## src/rtl/mac_ve5_1_requant.sv

```systemverilog
`default_nettype none
// ============================================================================
// Module : mac_ve5_1_requant
// Brief  : Two-stage valid/ready requantizer turning ve5_1 MAC accumulator
//          results (int28 or {exp5, man13}) into 16-bit activation words.
// Rev    : 1.0  initial release
// ============================================================================
module mac_ve5_1_requant #(
  parameter int INT_RELU = 0,
  parameter int CNT_W    = 16
) (
  input  logic             clk,
  input  logic             rst,
  input  logic             in_valid,
  output logic             in_ready,
  input  logic             in_mode,
  input  logic [27:0]      in_int,
  input  logic [17:0]      in_fp,
  input  logic [4:0]       in_shift,
  output logic             out_valid,
  input  logic             out_ready,
  output logic [15:0]      out_data,
  output logic             out_clamp,
  input  logic             clr,
  output logic [CNT_W-1:0] clamp_cnt
);

  localparam logic signed [28:0] c_sat_hi = 29'sd127;
  localparam logic signed [28:0] c_sat_lo = (INT_RELU != 0) ? 29'sd0 : -29'sd128;

  logic                    w_s2_adv;
  logic                    w_s1_adv;
  logic                    w_accept;
  logic [32:0]             w_rnd;
  logic signed [32:0]      w_sum;
  logic signed [28:0]      w_int_r;
  logic [3:0]              w_k;
  logic [10:0]             w_norm;
  logic [15:0]             w_q_data;
  logic                    w_q_clamp;

  logic                    r_s1_valid;
  logic                    r_s1_mode;
  logic signed [28:0]      r_s1_int;
  logic [4:0]              r_s1_exp;
  logic [11:0]             r_s1_man;
  logic [3:0]              r_s1_k;
  logic                    r_s1_neg;
  logic                    r_s1_zero;
  logic                    r_out_valid;
  logic [15:0]             r_out_data;
  logic                    r_out_clamp;
  logic [CNT_W-1:0]        r_clamp_cnt;

  assign w_s2_adv = !r_out_valid || out_ready;
  assign w_s1_adv = !r_s1_valid || w_s2_adv;
  assign w_accept = in_valid && w_s1_adv;

  // Sum is kept at 33 bits so the rounding term for shifts up to 31 stays exact.
  always_comb begin
    w_rnd   = (in_shift != 5'd0) ? (33'd1 << (in_shift - 5'd1)) : 33'd0;
    w_sum   = $signed({{5{in_int[27]}}, in_int}) + $signed(w_rnd);
    w_int_r = 29'(w_sum >>> in_shift);
    w_k     = 4'd0;
    for (int i = 0; i < 12; i++) begin
      if (in_fp[i]) w_k = 4'(11 - i);
    end
  end

  always_ff @(posedge clk or posedge rst) begin
    if (rst) begin
      r_s1_valid <= 1'b0;
      r_s1_mode  <= 1'b0;
      r_s1_int   <= '0;
      r_s1_exp   <= '0;
      r_s1_man   <= '0;
      r_s1_k     <= '0;
      r_s1_neg   <= 1'b0;
      r_s1_zero  <= 1'b0;
    end else begin
      if (w_s1_adv) r_s1_valid <= in_valid;
      if (w_accept) begin
        r_s1_mode <= in_mode;
        r_s1_int  <= w_int_r;
        r_s1_exp  <= in_fp[17:13];
        r_s1_man  <= in_fp[11:0];
        r_s1_k    <= w_k;
        r_s1_neg  <= in_fp[12];
        r_s1_zero <= (in_fp[12:0] == 13'd0);
      end
    end
  end

  // Bit 11 of the normalized mantissa is the hidden one and is dropped.
  always_comb begin
    w_norm    = 11'(r_s1_man << r_s1_k);
    w_q_data  = 16'h0000;
    w_q_clamp = 1'b0;
    if (!r_s1_mode) begin
      if (r_s1_int > c_sat_hi) begin
        w_q_data  = 16'h007F;
        w_q_clamp = 1'b1;
      end else if (r_s1_int < c_sat_lo) begin
        w_q_data  = 16'(c_sat_lo);
        w_q_clamp = 1'b1;
      end else begin
        w_q_data  = 16'(r_s1_int);
      end
    end else if (r_s1_neg) begin
      w_q_clamp = 1'b1;
    end else if (r_s1_zero) begin
      w_q_clamp = 1'b0;
    end else if (r_s1_exp < {1'b0, r_s1_k}) begin
      w_q_clamp = 1'b1;
    end else begin
      w_q_data  = {r_s1_exp - {1'b0, r_s1_k}, w_norm};
    end
  end

  always_ff @(posedge clk or posedge rst) begin
    if (rst) begin
      r_out_valid <= 1'b0;
      r_out_data  <= '0;
      r_out_clamp <= 1'b0;
    end else if (w_s2_adv) begin
      r_out_valid <= r_s1_valid;
      if (r_s1_valid) begin
        r_out_data  <= w_q_data;
        r_out_clamp <= w_q_clamp;
      end
    end
  end

  always_ff @(posedge clk or posedge rst) begin
    if (rst) begin
      r_clamp_cnt <= '0;
    end else if (clr) begin
      r_clamp_cnt <= '0;
    end else if (r_out_valid && out_ready && r_out_clamp && (r_clamp_cnt != '1)) begin
      r_clamp_cnt <= r_clamp_cnt + {{(CNT_W-1){1'b0}}, 1'b1};
    end
  end

  assign in_ready  = w_s1_adv;
  assign out_valid = r_out_valid;
  assign out_data  = r_out_data;
  assign out_clamp = r_out_clamp;
  assign clamp_cnt = r_clamp_cnt;

endmodule
`default_nettype wire

```

## config.mk

```make
export PLATFORM = sky130hd
export DESIGN_NAME = mac_ve5_1_requant
export DESIGN_NICKNAME = d
export VERILOG_FILES = /design/src/rtl/mac_ve5_1_requant.sv
export SDC_FILE = /design/constraint.sdc
export NUM_CORES = 1
export LEC_CHECK = 0
export ABC_AREA = 1
export BUFFER_PORTS_ARGS = -buffer_cell sky130_fd_sc_hd__buf_4
export CORE_MARGIN = 2
export CORE_UTILIZATION = 30
export CTS_CLUSTER_DIAMETER = 80
export DETAILED_ROUTE_END_ITERATION = 16
export PLACE_DENSITY = 0.53
export RECOVER_POWER = 100
export SKIP_CTS_REPAIR_TIMING = 1
export SLEW_MARGIN = 15
export SYNTH_ARGS = -nofsm -noshare
export SYNTH_HDL_FRONTEND = slang
export SYNTH_SLANG_ARGS = --single-unit
```

## constraint.sdc

```tcl
create_clock -name clk -period 2.75 [get_ports clk]
set_input_delay 0.275 -clock clk [delete_from_list [all_inputs] [get_ports clk]]
set_output_delay 0.275 -clock clk [all_outputs]
set_load 0.1 [all_outputs]
```

==> results list <==
* Top post-synthesis cells by area: sky130_fd_sc_hd__dfrtp_1 (25%), sky130_fd_sc_hd__nand2_1 (21%), sky130_fd_sc_hd__nand3_1 (13%)
- Count of cell types in the netlist: 51
* Total number of clock tree sinks: 87
- Mapped Nets: 1,603
- Fmax achieved: 0.3247 GHz
- Detailed Place HPWL: 25,180 um
* Final setup fails: 29
- Using the TritonRoute via totals, the vias-per-cell ratio works out to 5.064.
* Setup TNS Final: -6.780 ns
* Routed WL: 31,610 um
- Summing over every cut layer, the via total after detailed routing is 10,540.
* Endpoint class of the critical path: flip-flop
* Max-Slew Margin vs Limit: -0.4581
* Antenna viol nets, final: 0
* Wire length of the first global-routing pass: 50,210 um
- Ys flop type: sky130_fd_sc_hd__dfrtp_1
- Power comes to 0.005705 W.
- H-tree depth reported by CTS: 3
- The path class of the tightest hold or removal check is in -> reg.
- Setup repair after global routing could not meet its margin everywhere.
- Skew final: 0.009884 ns
- Startpoint of the worst-slack reg-to-reg timing path: r_s1_k[2]
- Peak supply drop: 263.2 uV
* Power density over the cells: 472.1 nW/um^2
- Total routing usage reported by global routing: 0.2015
- Part of the Yosys area used for sequential elements: 0.2453
- Gate count after technology mapping: 1,507
- Largest net degree at the start of global routing: 88
* Count of endpoints failing hold in the final timing report: 0
* Number of flops mapped to enable cells by yosys: 0
- The floorplan step defined a die boundary enclosing 30,970 um^2.
* Routability congestion estimate: 0.8948
* Residual DRC count: 0
- Number of synthesized register bits: 87
- 0 antenna diodes ended up in the layout.
- Clock latency on the worst-skew pair, taken at its later pin, is 0.35 ns.
- On the worst path, the slowest cell contributes a delay of 0.22 ns.
- Clock period minus final worst setup slack: 3.080 ns
- Result of the run: finished, violations left
- The clock passes through at most 2 buffers.
- Cell Rows: 62
- Final setup margin: -0.3297 ns
- Io pins: 92
* Library cell occupying the most area in the post-synthesis netlist: sky130_fd_sc_hd__dfrtp_1
* Actual transition at the worst max-transition pin: 2.187 ns
* Switching power as a share of total power: 0.4570
- The initial antenna violation count was 0.
* Crit Path Category: in -> reg
- By instance count, the cell type seen most on the critical path is sky130_fd_sc_hd__nand2_1.
- Relative contribution of the clock network to total power: 0.256
- Number of buffers created by CTS: 9
- Layout net count: 1,789
* Crit path launch type: input pin
- Yosys printed 0 warnings.
- The startpoint identified for the worst hold timing path is in_fp[14].
* Timing startpoint of the critical path: in_shift[0]
* Master of the slowest instance on the critical path: sky130_fd_sc_hd__fa_2
* Grt ovf: 0
- Number of DRC violations after detailed-routing iteration 0: 829
* End-of-flow core utilization: 0.4177
* Horizontal die dimension: 176.0 um
* Core Area: 28,940 um^2
- TritonCTS clock tree: built
* Sequential power share: 0.296
- Of the cells placed in the final design, the portion with a size suffix greater than 1 is 0.2674.
* Post-route fraction of the period consumed by the critical path: 1.120
- Critical path arrival: 3.32 ns
- Violated checks: max-capacitance violations, max-slew violations, negative setup slack
- After detailed routing, the average wire length per cell comes to 15.18 um.
- Of the post-synthesis cell area, the dominant cell type holds 0.2453.
- Relative to the synthesized area, the layout overhead comes to 36.20%.
- Die Y-Extent: 176.0 um
- Post-synthesis area per instance: 5.888 um^2
- For this design the static power due to leakage is 6.149 nW.
- Of the total power, combinational logic draws 0.448.
* Int Power: 0.003098 W
- Post-synthesis instance area: 8874 um^2
- In this run the worst path has a maximum fanout of 7.
* Critical path data required time: 2.99 ns
- Total net switching power: 0.002607 W
- Clock transition at the register clock pins on the worst setup and hold paths after CTS: 0.07 ns
* # Max-Cap Violations: 1
* Number of slew-limit violations in the final report: 88
* Number of iterations in the first detailed-routing pass: 7
- Number of global-route vias before repair: 9,896
- Port Buffer Count: 91
* Clock root cell: sky130_fd_sc_hd__clkbuf_16
- The initial utilization of the core area, before any placement, comes to 0.3067.
* Fraction of registers with async set/reset: 1.000
## area by class of cell
class / instances / area, um^2
sequential: 87 / 2177
fill: 3153 / 16850
inverter: 176 / 664.4
multi-input combinational: 1190 / 6777
tap: 384 / 480.5
timing repair buffer: 229 / 1635
clock inverter: 7 / 126.4
clock buffer: 9 / 225.2
## cells in the mapped netlist (all sizes together) (5+ instances only)
master,number
nand4,14
a21oi,94
nand3,246
clkbuf,30
o211ai,5
nand2,511
nor4,9
dfrtp,87
a31oi,10
buf,24
nor3,18
nor2,139
nand3b,8
o21bai,8
ha,37
inv,172
o21ai,61
## stage by stage
step,instances,instance area (um^2),hold slack (ns),setup slack (ns)
5_1_grt,2082,12090,0.1336,-0.4687
4_1_cts,2076,11280,0.05534,-0.4891
2_1_floorplan,1507,9035,0.3407,-0.09369
3_5_place_dp,2060,10930,0.4369,-0.8644
3_3_place_gp,2060,10930,0.4263,-0.8267
6_report,2082,12090,0.1216,-0.3297
## worst max-delay path, delay by kind of cell
| family | cells | cell delay (ns) |
|---|---|---|
| AND/OR/NAND/NOR | 24 | 2.17 |
| adder cells (fa/ha/maj) | 2 | 0.37 |
| buffers and inverters | 3 | 0.27 |
| AO/OA/AOI/OAI | 1 | 0.20 |
## power groups by stage
| stage | registers, W | logic, W | clock network, W |
|---|---|---|---|
| final | 0.00169 | 0.00256 | 0.00146 |
| after CTS | 0.00169 | 0.00252 | 0.00149 |
| after floorplan | 0.00239 | 0.00107 | 0 |
| after global placement | 0.00171 | 0.00250 | 0 |
| after detailed placement | 0.00171 | 0.00251 | 0 |
| after global routing | 0.00172 | 0.00278 | 0.00154 |
## placed cells by master (no fill, tap or decap), types with 3 or more instances in the layout
cell,Yosys,final
sky130_fd_sc_hd__nor3_1,16,12
sky130_fd_sc_hd__nand3b_1,8,8
sky130_fd_sc_hd__buf_4,3,184
sky130_fd_sc_hd__nand4_1,14,14
sky130_fd_sc_hd__nor2_2,7,17
sky130_fd_sc_hd__nor2_1,132,111
sky130_fd_sc_hd__dfrtp_1,87,87
sky130_fd_sc_hd__nand2_1,488,432
sky130_fd_sc_hd__clkbuf_1,28,37
sky130_fd_sc_hd__nand3_2,8,63
sky130_fd_sc_hd__a31oi_1,10,10
sky130_fd_sc_hd__nor2_4,0,11
sky130_fd_sc_hd__o21bai_1,8,6
sky130_fd_sc_hd__nand3_4,0,9
sky130_fd_sc_hd__o211ai_1,5,5
sky130_fd_sc_hd__nand3_1,238,174
sky130_fd_sc_hd__nor3_2,2,6
sky130_fd_sc_hd__nand2_2,22,60
sky130_fd_sc_hd__o21ai_1,6,6
sky130_fd_sc_hd__a21oi_1,89,63
sky130_fd_sc_hd__inv_2,7,8
sky130_fd_sc_hd__a21oi_4,1,3
sky130_fd_sc_hd__ha_1,37,29
sky130_fd_sc_hd__nand2_4,1,18
sky130_fd_sc_hd__o21ai_0,54,54
sky130_fd_sc_hd__bufinv_16,0,3
sky130_fd_sc_hd__clkbuf_16,0,9
sky130_fd_sc_hd__nor4_1,9,8
sky130_fd_sc_hd__a21oi_2,4,28
sky130_fd_sc_hd__ha_4,0,6
sky130_fd_sc_hd__a211oi_1,4,4
sky130_fd_sc_hd__inv_1,165,163
sky130_fd_sc_hd__buf_12,0,4
## state kept, by name, summed over array words and instances (netlist names)
register,cells
out_valid,1
out_data,16
r_s1_k,4
r_s1_mode,1
r_s1_zero,1
r_s1_man,11
r_s1_neg,1
clamp_cnt,16
r_s1_valid,1
r_s1_exp,5
r_s1_int,29
out_clamp,1
## cell families (layout without fill, tap and decap cells)
family | Yosys count | count (layout) | synth area share
AOI/OAI and AO/OA | 190 | 190 | 0.1194
xor gates and xnor gates | 5 | 5 | 0.004936
adders and majority gates | 39 | 39 | 0.05668
buffers and inverters | 230 | 421 | 0.1032
DFF | 87 | 87 | 0.2453
muxes | 2 | 2 | 0.002256
other | 1 | 1 | 0.0004226
and+or+nand+nor | 953 | 953 | 0.4677
## worst paths after layout
kind | endpoint | slack (ns) | depth (start not counted)
worst min-delay path | r_s1_exp[1] | 0.12 | 3
worst max register to register | out_data[14] | 0.29 | 11
worst min register to register | r_s1_man[4] | 0.49 | 2
worst max-delay path | r_s1_int[1] | -0.33 | 30
max in group asynchronous | r_s1_int[3] | 0.73 | 3
min in group asynchronous | clamp_cnt[0] | 0.75 | 3
## routing by layer
| layer | track usage | part of all wire |
|---|---|---|
| met2 | 0.3325 | 0.46 |
| met1 | 0.2832 | 0.47 |
| met4 | 0.05028 | 0.017 |
| met3 | 0.01916 | 0.050 |
| met5 | 0 | 0 |
Power figures use the tool's default switching activity.
